==> src/rtl/sm3_msg_pad.sv <==
// SM3 message padder and block sequencer: packs 32-bit big-endian words into 512-bit blocks,
// appends 0x80/zeros/bit-length, and chains the 256-bit state through an external sm3_core.
module sm3_msg_pad #(
  parameter logic [255:0] IV    = 256'h7380166f_4914b2b9_172442d7_da8a0600_a96f30bc_163138aa_e38dee4d_b0fb0e4e,
  parameter int           LEN_W = 64
) (
  input  logic         i_clk,
  input  logic         i_rst_n,
  input  logic         i_valid,
  output logic         o_ready,
  input  logic [31:0]  i_word,
  input  logic         i_last,
  input  logic [2:0]   i_bytes,
  output logic         o_blk_start,
  output logic [511:0] o_blk_data,
  output logic [255:0] o_blk_vin,
  input  logic [255:0] i_blk_vout,
  input  logic         i_blk_done,
  output logic [255:0] o_hash,
  output logic         o_hash_valid
);

  localparam logic [1:0] S_FILL = 2'd0;
  localparam logic [1:0] S_PAD  = 2'd1;
  localparam logic [1:0] S_HASH = 2'd2;

  localparam logic [31:0] PAD80 = 32'h8000_0000;

  logic [1:0]       state_q, state_d;
  logic [3:0]       ptr_q, ptr_d;
  logic [LEN_W-1:0] cnt_q, cnt_d;
  logic [255:0]     chain_q, chain_d;
  logic [31:0]      words_q [16];
  logic [31:0]      words_d [16];
  logic             pend_q, pend_d;   // 0x80 still owed to the next buffer word
  logic             zf_q, zf_d;       // 0x80 sits in word 14/15: finish block with zeros
  logic             more_q, more_d;
  logic             tail_q, tail_d;
  logic             start_q, start_d;
  logic [255:0]     hash_q, hash_d;
  logic             hv_q, hv_d;
  logic [63:0]      len64;

  function automatic logic [31:0] last_word(input logic [31:0] w, input logic [2:0] b);
    logic [31:0] m;
    case (b)
      3'd0:    m = 32'h0000_0000;
      3'd1:    m = 32'hFF00_0000;
      3'd2:    m = 32'hFFFF_0000;
      3'd3:    m = 32'hFFFF_FF00;
      default: m = 32'hFFFF_FFFF;
    endcase
    last_word = w & m;
    if (b < 3'd4) last_word = last_word | (PAD80 >> {b, 3'b000});
  endfunction

  function automatic logic [5:0] byte_bits(input logic [2:0] b);
    byte_bits = (b >= 3'd4) ? 6'd32 : {b, 3'b000};
  endfunction

  assign len64 = 64'(cnt_q);

  always_comb begin
    state_d = state_q;
    ptr_d   = ptr_q;
    cnt_d   = cnt_q;
    chain_d = chain_q;
    words_d = words_q;
    pend_d  = pend_q;
    zf_d    = zf_q;
    more_d  = more_q;
    tail_d  = tail_q;
    start_d = 1'b0;
    hash_d  = hash_q;
    hv_d    = 1'b0;
    case (state_q)
      S_FILL: begin
        if (i_valid) begin
          ptr_d = ptr_q + 4'd1;
          if (!i_last) begin
            words_d[ptr_q] = i_word;
            cnt_d          = cnt_q + LEN_W'(32);
            if (ptr_q == 4'd15) begin
              state_d = S_HASH;
              start_d = 1'b1;
              more_d  = 1'b1;
              tail_d  = 1'b0;
            end
          end else begin
            words_d[ptr_q] = last_word(i_word, i_bytes);
            cnt_d          = cnt_q + LEN_W'(byte_bits(i_bytes));
            pend_d         = (i_bytes >= 3'd4);
            zf_d           = (ptr_q == 4'd14) && (i_bytes < 3'd4);
            if (ptr_q == 4'd15) begin
              // Block is full; padding (and possibly the 0x80) spills into a second block.
              state_d = S_HASH;
              start_d = 1'b1;
              more_d  = 1'b0;
              tail_d  = 1'b1;
              zf_d    = 1'b0;
            end else begin
              state_d = S_PAD;
            end
          end
        end
      end
      S_PAD: begin
        ptr_d  = ptr_q + 4'd1;
        pend_d = 1'b0;
        if (ptr_q < 4'd14) begin
          words_d[ptr_q] = pend_q ? PAD80 : 32'h0;
        end else if (ptr_q == 4'd14) begin
          if (pend_q) begin
            words_d[ptr_q] = PAD80;
            zf_d           = 1'b1;
          end else begin
            words_d[ptr_q] = len64[63:32];
          end
        end else begin
          words_d[ptr_q] = pend_q ? PAD80 : (zf_q ? 32'h0 : len64[31:0]);
          state_d = S_HASH;
          start_d = 1'b1;
          more_d  = 1'b0;
          tail_d  = pend_q | zf_q;
          zf_d    = 1'b0;
        end
      end
      S_HASH: begin
        if (i_blk_done) begin
          chain_d = i_blk_vout;
          ptr_d   = 4'd0;
          if (more_q) begin
            state_d = S_FILL;
          end else if (tail_q) begin
            state_d = S_PAD;
          end else begin
            state_d = S_FILL;
            hash_d  = i_blk_vout;
            hv_d    = 1'b1;
            chain_d = IV;
            cnt_d   = '0;
          end
        end
      end
      default: state_d = S_FILL;
    endcase
  end

  always_ff @(posedge i_clk) begin
    if (!i_rst_n) begin
      state_q <= S_FILL;
      ptr_q   <= '0;
      cnt_q   <= '0;
      chain_q <= IV;
      for (int i = 0; i < 16; i++) words_q[i] <= '0;
      pend_q  <= 1'b0;
      zf_q    <= 1'b0;
      more_q  <= 1'b0;
      tail_q  <= 1'b0;
      start_q <= 1'b0;
      hash_q  <= '0;
      hv_q    <= 1'b0;
    end else begin
      state_q <= state_d;
      ptr_q   <= ptr_d;
      cnt_q   <= cnt_d;
      chain_q <= chain_d;
      words_q <= words_d;
      pend_q  <= pend_d;
      zf_q    <= zf_d;
      more_q  <= more_d;
      tail_q  <= tail_d;
      start_q <= start_d;
      hash_q  <= hash_d;
      hv_q    <= hv_d;
    end
  end

  // The buffer is frozen during HASH, so it drives the core directly.
  always_comb begin
    o_blk_data = '0;
    for (int i = 0; i < 16; i++) o_blk_data[511-32*i -: 32] = words_q[i];
  end

  assign o_ready      = (state_q == S_FILL);
  assign o_blk_start  = start_q;
  assign o_blk_vin    = chain_q;
  assign o_hash       = hash_q;
  assign o_hash_valid = hv_q;

endmodule

==> config.mk <==
export PLATFORM = sky130hd
export DESIGN_NAME = sm3_msg_pad
export DESIGN_NICKNAME = d
export VERILOG_FILES = /design/src/rtl/sm3_msg_pad.sv
export SDC_FILE = /design/constraint.sdc
export NUM_CORES = 2
export LEC_CHECK = 0
export BUFFER_PORTS_ARGS = -buffer_cell sky130_fd_sc_hd__buf_2
export CELL_PAD_IN_SITES_DETAIL_PLACEMENT = 0
export CELL_PAD_IN_SITES_GLOBAL_PLACEMENT = 2
export CORE_AREA = 10 10 510 512
export DETAILED_ROUTE_END_ITERATION = 8
export DIE_AREA = 0 0 520 522
export PLACE_DENSITY = 0.58
export REMOVE_ABC_BUFFERS = 1
export SYNTH_ARGS = -nofsm -noshare
export SYNTH_HDL_FRONTEND = slang
export SYNTH_SLANG_ARGS = --single-unit
==> constraint.sdc <==
create_clock -name i_clk -period 7.79 [get_ports i_clk]
set_clock_uncertainty 0.1 [all_clocks]
set_input_delay 0.779 -clock i_clk [delete_from_list [all_inputs] [get_ports i_clk]]
set_output_delay 0.779 -clock i_clk [all_outputs]
set_load 0.01 [all_outputs]
==> metrics.cfg <==
[run_status]
outcome = completed

[cts]
clock_path_buffers = 3
cts_resized = 0
cts_hold_buf = 0
path_clk_slew_ns = 0.06
insertion_delay_ns = 0.79
clkSinkCount = 1097
cts_tree = done
cts_setup_buffers = 0
cts_buffers = 141
root_buffer = clkbuf_16
htreeDepth = 4

[logic_synthesis]
synth_seq_cells = 1097
synth-compound-area-share_pct = 21.5
syn_inst = 4851
yosysWarningCount = 0
synth_area_leaders = dfxtp_1, a21oi_1, nand2_1
synth_mux_area_share_pct = 0.352
ys.flop_type = dfxtp_1
synth-simple-area-share_pct = 18.4
yosysTopAreaCell = dfxtp_1
yosysTopAreaCellShare_pct = 54.6
postSynthAreaPerCell_sq_um = 8.29
synth_fa_ha_area_share_pct = 0.299
synthArstFlopShare_pct = 0
synth-edff-count = 0
syn-cell-area_sq_mm = 0.0402
seq_area_frac_synth_pct = 54.6
synthXorXnorAreaFrac_pct = 0.392
ys_types = 76
synth_common_cells = dfxtp_1, nand2_1, a21oi_1
yosysMostFrequentCell = dfxtp_1
synth_top_family_by_area = compound AO/OA/AOI/OAI gates

[sta]
max-slew-margin-rel_pct = 2.15
fin_crit_sh_pct = 53.2
slew_violations = 0
period_minus_slack_ns = 4.14
max_freq_ghz = 0.241
hold_viol = 0
fin_tns_setup_ns = 0
worst_slew_pin_slew_ns = 1.47
finalSetupViolCount = 0
timing.hold.ws_ns = 0.120
rsz0062_at_grt = no

[route]
drt-pass1-iter-count = 5
drc = 0
first_iter_violations = 2937
vias = 41123
wl_microns = 263000
ant_nets = 0
vias_per_cell = 4.36
wire_per_inst_microns = 27.9

[critical_path]
critPathKind = reg2reg
path_buf_inv = 3
cpMostUsedCell = buf_4
slowest_stage = dfxtp_1
cp.required_ns = 8.32
path_max_fanout = 66
crit_path_start = state_q[0]$_SDFFE_PN0P_
startpoint_type = flip-flop
path_cells = nand3b_1 > buf_4 > nor2_4 > nor2_4 > buf_4 > buf_4 > nand3_1
reg2reg_to = o_blk_vin[224]$_SDFFE_PN1P_
endpoint = o_blk_vin[224]$_SDFFE_PN1P_
reg2reg_from = state_q[0]$_SDFFE_PN0P_
arrival_ns = 4.67
rrSetupSlack_ns = 3.65
critPathCaptureType = flip-flop
slowest_delay_ns = 0.74
critical-path-top-delay-family = buffers and inverters
worst-path-stages = 7
ff2ff_path_depth = 7

[cells_and_area]
finalNetCount = 6269
drive_above_1_share_pct = 27.8
area_growth_pct = 37.0
utilization_pct = 22.0
multiInputGateArea_sq_mm = 0.0167
fin_cells = 9439
final_cell_area_sq_mm = 0.0551
register_area_sq_mm = 0.0220
fill_cells = 28049

[power]
max-vdd-ir-drop_uv = 204
power.leakage_nw = 22.7
switching_share_pct = 25.7
cellPowerDensity_mw_per_mm2 = 242
p_clk_share_pct = 51.2
p_sw_w = 0.00343
power_frac_comb_pct = 6.1
seqPwrFrac_pct = 42.7
intPower_w = 0.00990

[floorplanning]
die_y_microns = 522
die-area_sq_mm = 0.271
coreArea_sq_mm = 0.250
initial_utilization_pct = 16.1
fp.dieW_microns = 520
rows = 184
io_pins = 1323

[place]
numPortBuffers = 1322
dpl_cell_area_sq_mm = 0.0503
dpl.cell_count = 9169
dp_hpwl_microns = 200000
gp_congestion = 0.806

[grt]
grt.total_usage_pct = 18.3
grt_pass1_wl_microns = 355000
grt_antenna_before_repair = 58
grt_start_max_net_pins = 179
grt_pass1_vias = 40499
overflow = 0

[hold_path]
hp-class = in2reg
whs_path_depth = 2

[run]
max_cap_viol_count = 0

[placed cells by master, fill, tap and decap left out, drive strengths merged, types with 14 or more instances in the layout]
master / count
a22o: 53
nor2: 202
nor3: 36
o22a: 15
nand2: 1018
diode: 15
nand3: 290
buf: 1414
or3: 18
and3: 33
o211ai: 14
clkinv: 19
a21oi: 868
or4: 30
a211oi: 67
dfxtp: 1097
inv: 20
a22oi: 28
clkbuf: 219
a31oi: 46
nand4: 20
o21ai: 356
o31ai: 17
[flip-flops by register name, summed over array words and instances, names as in the netlist]
name / count
o_blk_vin: 256
pend_q: 1
o_blk_start: 1
o_blk_data: 512
cnt_q: 61
o_hash: 256
more_q: 1
zf_q: 1
o_hash_valid: 1
ptr_q: 4
state_q: 2
tail_q: 1
[how the worst min path moves through the flow]
| stage | from | end | slack (ns) |
|---|---|---|---|
| after floorplan | cnt_q[63]$_SDFFE_PN0P_ | cnt_q[63]$_SDFFE_PN0P_ | 0.37 |
| after global placement | o_blk_vin[191]$_SDFFE_PN0P_ | o_blk_vin[191]$_SDFFE_PN0P_ | 0.34 |
| after detailed placement | o_blk_vin[193]$_SDFFE_PN0P_ | o_blk_vin[193]$_SDFFE_PN0P_ | 0.34 |
| after CTS | i_blk_vout[188] | o_blk_vin[188]$_SDFFE_PN1P_ | 0.02 |
| after global routing | i_blk_vout[196] | o_blk_vin[196]$_SDFFE_PN1P_ | 0.07 |
| final | i_blk_vout[64] | o_blk_vin[64]$_SDFFE_PN0P_ | 0.12 |
[worst register-to-register path, stage by stage (launching register included)]
cell and delay [ns]:
dfxtp_1 0.74, nand3b_1 0.27, buf_4 0.55, nor2_4 0.39, nor2_4 0.30, buf_4 0.64
buf_4 0.78, nand3_1 0.21
[power groups by stage]
stage | logic [W] | registers, W | clock network, W
6_report | 0.000810 | 0.00569 | 0.00682
5_1_grt | 0.000867 | 0.00570 | 0.00725
4_1_cts | 0.000831 | 0.00569 | 0.00704
3_5_place_dp | 0.000829 | 0.00581 | 0
3_3_place_gp | 0.000831 | 0.00581 | 0
2_1_floorplan | 0.000262 | 0.00583 | 0
[layer usage]
metal | vias to the layer above | part of all wire, % | global-route usage [%]
li1 | 19066 | - | -
met1 | 20258 | 40 | 21.3
met2 | 1473 | 49 | 31.6
met3 | 294 | 8.9 | 6.87
met4 | 32 | 2.5 | 4.67
met5 | - | 0.079 | 0
[kinds of logic after synthesis]
logic type / after synthesis
AOI/OAI and AO/OA: 1540
xor gates and xnor gates: 18
adders and majority gates: 9
buffers and inverters: 460
DFF: 1097
muxes: 14
and+or+nand+nor: 1713
[metrics by stage]
stage                     power, W  worst slack (ns)
after floorplan            0.00609            -16.17
after global placement     0.00664              3.49
after detailed placement   0.00664              3.41
after CTS                   0.0136              3.51
after global routing        0.0138              3.32
final                       0.0133              3.65
[layout make-up]
class	instances	area share, %
diodes	15	0.0681
clock buffers	219	7.65
clock inverters	36	0.997
inverters	16	0.123
multi-input cells	3294	30.3
flip-flops and latches	1097	39.9
well taps	3348	7.60
repair buffers	1414	13.4
(Power assumes the default switching activity.)
